File: config.mk
export PLATFORM = sky130hd
export DESIGN_NAME = inst_fetch
export DESIGN_NICKNAME = d
export VERILOG_FILES = /design/src/rtl/inst_fetch.sv
export SDC_FILE = /design/constraint.sdc
export NUM_CORES = 1
export LEC_CHECK = 0
export CAP_MARGIN = 20
export CORE_MARGIN = 3
export CORE_UTILIZATION = 39
export CTS_CLUSTER_DIAMETER = 80
export DETAILED_ROUTE_END_ITERATION = 10
export PLACE_DENSITY = 0.76
export SLEW_MARGIN = 20
export SYNTH_ARGS = -nofsm -noshare
export SYNTH_HDL_FRONTEND = slang
export SYNTH_SLANG_ARGS = --single-unit
File: constraint.sdc
create_clock -name clk_i -period 2.25 [get_ports clk_i]
set_input_delay 0.45 -clock clk_i [delete_from_list [all_inputs] [get_ports clk_i]]
set_output_delay 0.45 -clock clk_i [all_outputs]
set_load 0.005 [all_outputs]
File: src/rtl/inst_fetch.sv
// Instruction fetch unit: single-outstanding memory request, holds one
// instruction for decode, and redirects on branch/jump consume or flush.
module inst_fetch #(
    parameter logic [31:0] RESET_PC = 32'h0000_0000
) (
    input  logic        clk_i,
    input  logic        rst_i,
    output logic        imem_req_o,
    output logic [31:0] imem_addr_o,
    input  logic        imem_gnt_i,
    input  logic        imem_rvalid_i,
    input  logic [31:0] imem_rdata_i,
    output logic [31:0] inst_o,
    output logic        inst_valid_o,
    input  logic        inst_ready_i,
    output logic [31:0] pc_o,
    output logic [31:0] pc_plus4_o,
    input  logic        pc_sel_i,
    input  logic [31:0] pc_target_i,
    input  logic        flush_i,
    input  logic [31:0] flush_pc_i
);

    typedef enum logic [2:0] {
        ST_IDLE  = 3'd0,
        ST_REQ   = 3'd1,
        ST_WAIT  = 3'd2,
        ST_HOLD  = 3'd3,
        ST_DRAIN = 3'd4
    } state_t;

    localparam logic [31:0] RESET_PC_ALIGNED = {RESET_PC[31:2], 2'b00};
    localparam logic [31:0] NOP_INST         = 32'h0000_0013;

    function automatic logic [31:0] align_pc(input logic [31:0] pc);
        return {pc[31:2], 2'b00};
    endfunction

    state_t      state_r;
    state_t      next_state_s;
    logic [31:0] fetch_pc_r;
    logic [31:0] fetch_pc_next_s;
    logic [31:0] inst_r;
    logic [31:0] pc_r;
    logic [31:0] pc_plus4_r;
    logic        req_r;
    logic        valid_r;
    logic        load_inst_s;
    logic        consume_s;

    assign consume_s = (state_r == ST_HOLD) && inst_ready_i;

    // Next-state selection; flush overrides every ordinary transition.
    always_comb begin
        next_state_s = state_r;
        load_inst_s  = 1'b0;
        case (state_r)
            ST_IDLE: begin
                next_state_s = ST_REQ;
            end
            ST_REQ: begin
                if (imem_gnt_i) begin
                    next_state_s = flush_i ? ST_DRAIN : ST_WAIT;
                end else begin
                    next_state_s = ST_REQ;
                end
            end
            ST_WAIT: begin
                if (imem_rvalid_i) begin
                    if (flush_i) begin
                        next_state_s = ST_REQ;
                    end else begin
                        next_state_s = ST_HOLD;
                        load_inst_s  = 1'b1;
                    end
                end else if (flush_i) begin
                    next_state_s = ST_DRAIN;
                end else begin
                    next_state_s = ST_WAIT;
                end
            end
            ST_HOLD: begin
                if (flush_i || inst_ready_i) begin
                    next_state_s = ST_REQ;
                end else begin
                    next_state_s = ST_HOLD;
                end
            end
            ST_DRAIN: begin
                // A response still owed must be swallowed before re-requesting.
                if (imem_rvalid_i) begin
                    next_state_s = ST_REQ;
                end else begin
                    next_state_s = ST_DRAIN;
                end
            end
            default: begin
                next_state_s = ST_IDLE;
            end
        endcase
    end

    // Next fetch address: flush first, then the consumed instruction's successor.
    always_comb begin
        if (flush_i) begin
            fetch_pc_next_s = align_pc(flush_pc_i);
        end else if (consume_s) begin
            fetch_pc_next_s = pc_sel_i ? align_pc(pc_target_i) : pc_plus4_r;
        end else begin
            fetch_pc_next_s = fetch_pc_r;
        end
    end

    // State, fetch address and held instruction registers.
    always_ff @(posedge clk_i) begin
        if (rst_i) begin
            state_r    <= ST_IDLE;
            fetch_pc_r <= RESET_PC_ALIGNED;
            inst_r     <= NOP_INST;
            pc_r       <= RESET_PC_ALIGNED;
            pc_plus4_r <= RESET_PC_ALIGNED + 32'd4;
            req_r      <= 1'b0;
            valid_r    <= 1'b0;
        end else begin
            state_r    <= next_state_s;
            fetch_pc_r <= fetch_pc_next_s;
            req_r      <= (next_state_s == ST_REQ);
            valid_r    <= (next_state_s == ST_HOLD);
            if (load_inst_s) begin
                inst_r     <= imem_rdata_i;
                pc_r       <= fetch_pc_r;
                pc_plus4_r <= fetch_pc_r + 32'd4;
            end
        end
    end

    assign imem_req_o   = req_r;
    assign imem_addr_o  = fetch_pc_r;
    assign inst_o       = inst_r;
    assign inst_valid_o = valid_r;
    assign pc_o         = pc_r;
    assign pc_plus4_o   = pc_plus4_r;

endmodule
==> results.py <==
metrics = {
    "min_path": {
        "min_to": "inst_o[15]$_SDFFE_PP0P_",
        "hp-start": "rst_i",
        "min_path_cells": 2,
        "min_path_type": "in -> reg",
    },
    "placed_design": {
        "hpwl_um": 12800,
        "place_ws_ns": 0.111,
        "gp_congestion": 0.800,
        "io_buffers": 228,
    },
    "grt": {
        "grt_max_degree": 65,
        "grt_pass1_vias": 5662,
        "grt_use_total_pct": 22.7,
        "grt_pass1_wl_um": 29700,
        "grt_overflow": 0,
        "antenna_found_initial": 0,
    },
    "detailed_routing": {
        "drt-pass1-iter-count": 5,
        "drt_iter0_markers": 330,
        "ant_nets": 0,
        "vias": 5940,
        "drc": 0,
        "via_per_inst": 5.16,
        "wl_per_cell_um": 16.1,
        "routed_wl_um": 18600,
    },
    "floorplan": {
        "start_util_pct": 40.7,
        "dieArea_sq_mm": 0.0163,
        "fp.dieH_um": 128,
        "core-area_sq_mm": 0.0142,
        "die_w_um": 128,
        "num_rows": 43,
        "pin_count": 233,
    },
    "setup_path": {
        "cp-end-kind": "register",
        "rr_startpoint": "imem_addr_o[2]$_SDFFE_PP0P_",
        "crit_type": "reg -> reg",
        "crit_arrival_ns": 2.48,
        "startpoint_type": "register",
        "rrSetupSlack_ns": 0.1,
        "cp.required_ns": 2.58,
        "r2r_cells": 6,
        "r2r_end": "pc_plus4_o[30]$_SDFFE_PP0P_",
        "cp_max_fo": 15,
    },
    "clock_tree": {
        "htreeDepth": 4,
        "clk_latency_ns": 0.42,
        "ctsHoldBuffers": 0,
        "clock_path_buffers": 2,
        "clk_pin_slew_ns": 0.06,
        "clock_sinks": 131,
        "post_cts_buffers": 0,
        "numCtsBuffers": 17,
        "root_buffer": "clkbuf_16",
        "cts-resized-gates": 0,
        "cts_tree": "done",
    },
    "run_status": {
        "status": "finished clean",
    },
    "yosys": {
        "synth_most_common_cell": "nand2_1",
        "syn_inst": 727,
        "synth-seq-area-share_pct": 45.3,
        "synthTopCellsByCount": "nand2_1 (171), dfxtp_1 (131), a21oi_1 (96), nor2_1 (64), clkbuf_1 (58)",
        "yosys.area.top_type": "dfxtp_1",
        "synth_area_per_cell_sq_um": 7.96,
        "synth_area_sq_mm": 0.00579,
        "synthArstFlopShare_pct": 0,
        "ys_ff_latch": 131,
        "syn_nets": 831,
        "yosysWarnings": 0,
        "synth_edf_count": 0,
        "synth.area.top_cells": "dfxtp_1 (45%), nand2_1 (11%), a21oi_1 (8.3%), mux2i_1 (5.2%), a211o_1 (4.7%)",
        "synth.distinct_cells": 41,
        "ys.flop_type": "dfxtp_1",
        "yosys.area.top_type_share_pct": 45.3,
    },
    "timing": {
        "rsz0062_at_grt": "no",
        "period_needed_ns": 2.15,
        "fmax_mhz": 465,
        "relSlewSlack_pct": 53.9,
        "setup_viol": 0,
        "fin_crit_sh_pct": 95.6,
        "slew_viol_final": 0,
        "final.setup_skew_ns": 0.0119,
        "hold_viol_final": 0,
        "tightest_slew_ns": 0.691,
        "hold_slack_ns": 0.442,
        "finalSetupTns_ns": 0,
        "finalWorstSetupSlack_ns": 0.0990,
    },
    "finish": {
        "area_growth_syn_to_layout_pct": 57.8,
        "nets": 1063,
        "drive_gt1_share_pct": 9.98,
        "antenna_cells": 0,
    },
    "pwr": {
        "ir_drop_mv": 0.473,
        "power_density_mw_per_mm2": 650,
        "leakagePower_nw": 3.25,
    },
    "run": {
        "cap_violations": 0,
    },
}
==> placed cells by master, fill, tap and decap left out, types with 9 or more instances in the layout <==
cell type / count
nor4_1: 11
nor2_1: 64
a211oi_1: 21
a21oi_1: 96
clkbuf_16: 17
dfxtp_1: 131
a211o_1: 31
o21ai_0: 9
nand3_1: 10
buf_4: 45
xnor2_1: 10
clkdlybuf4s50_1: 225
mux2i_1: 30
nand2_1: 170
==> stage by stage <==
step           total power, W  area, sq um  utilization [%]  std cells
6_report              0.00593         9130             64.3       1152
3_5_place_dp          0.00304         8490             59.8       1120
5_1_grt               0.00617         9130             64.3       1152
3_3_place_gp          0.00303         8490             59.8       1120
2_1_floorplan         0.00268         5790                -        727
4_1_cts               0.00600         9130             64.3       1152
==> worst max path at each step <==
stage	start	end	slack, ns	depth (start not counted)
6_report	imem_addr_o[2]$_SDFFE_PP0P_	pc_plus4_o[30]$_SDFFE_PP0P_	0.1	6
5_1_grt	imem_addr_o[2]$_SDFFE_PP0P_	pc_plus4_o[30]$_SDFFE_PP0P_	0.02	6
3_5_place_dp	imem_addr_o[2]$_SDFFE_PP0P_	pc_plus4_o[30]$_SDFFE_PP0P_	0.11	6
3_3_place_gp	imem_addr_o[2]$_SDFFE_PP0P_	pc_plus4_o[30]$_SDFFE_PP0P_	0.14	6
2_1_floorplan	imem_addr_o[2]$_SDFFE_PP0P_	pc_plus4_o[30]$_SDFFE_PP0P_	0.08	6
4_1_cts	imem_addr_o[2]$_SDFFE_PP0P_	pc_plus4_o[30]$_SDFFE_PP0P_	0.10	6
==> layer usage <==
metal  track usage [%]  share of wire [%]  up-vias
met4              6.62                1.1        0
met2              37.9                 49      185
li1                  -                  -     2987
met1              28.9                 44     2753
met3              5.96                6.4       15
met5                 0                  0        -
==> flip-flops by register name, summed over array words and instances (netlist names) <==
name and cells:
inst_o 32, inst_valid_o 1, imem_req_o 1, pc_plus4_o 30
state_r 3, pc_o 32, imem_addr_o 32
==> logic make-up after synthesis <==
family	count (synthesis)	share of synthesized area (%)
compound gates	175	18.8
mux	30	5.19
simple gates	303	23.3
fa+ha+maj	1	0.216
xor+xnor	13	1.97
flops	131	45.3
buf+inv	74	5.17
==> power by group <==
| group | internal (W) | switching, W | total, W |
|---|---|---|---|
| logic | 0.000349 | 0.000243 | 0.000592 |
| clock network | 0.00191 | 0.00103 | 0.00294 |
| registers | 0.00237 | 0.0000341 | 0.00240 |
| total | 0.00462 | 0.00131 | 0.00593 |
==> cell type report <==
class | instances | area, sq um
inverters | 8 | 30.0
fillers | 1233 | 5070
flip-flops and latches | 131 | 2620
clock buffers | 19 | 453
well taps | 180 | 225
clock inverters | 13 | 183
repair buffers | 279 | 2740
multi-input cells | 522 | 2880
==> critical path: stages, from the launching register on <==
cell      delay, ns
dfxtp_1        0.34
ha_1           0.18
nand4_2        0.16
or4_1          0.43
buf_4          0.20
or4_1          0.50
a311oi_1       0.25
Power figures use the tool's default switching activity.
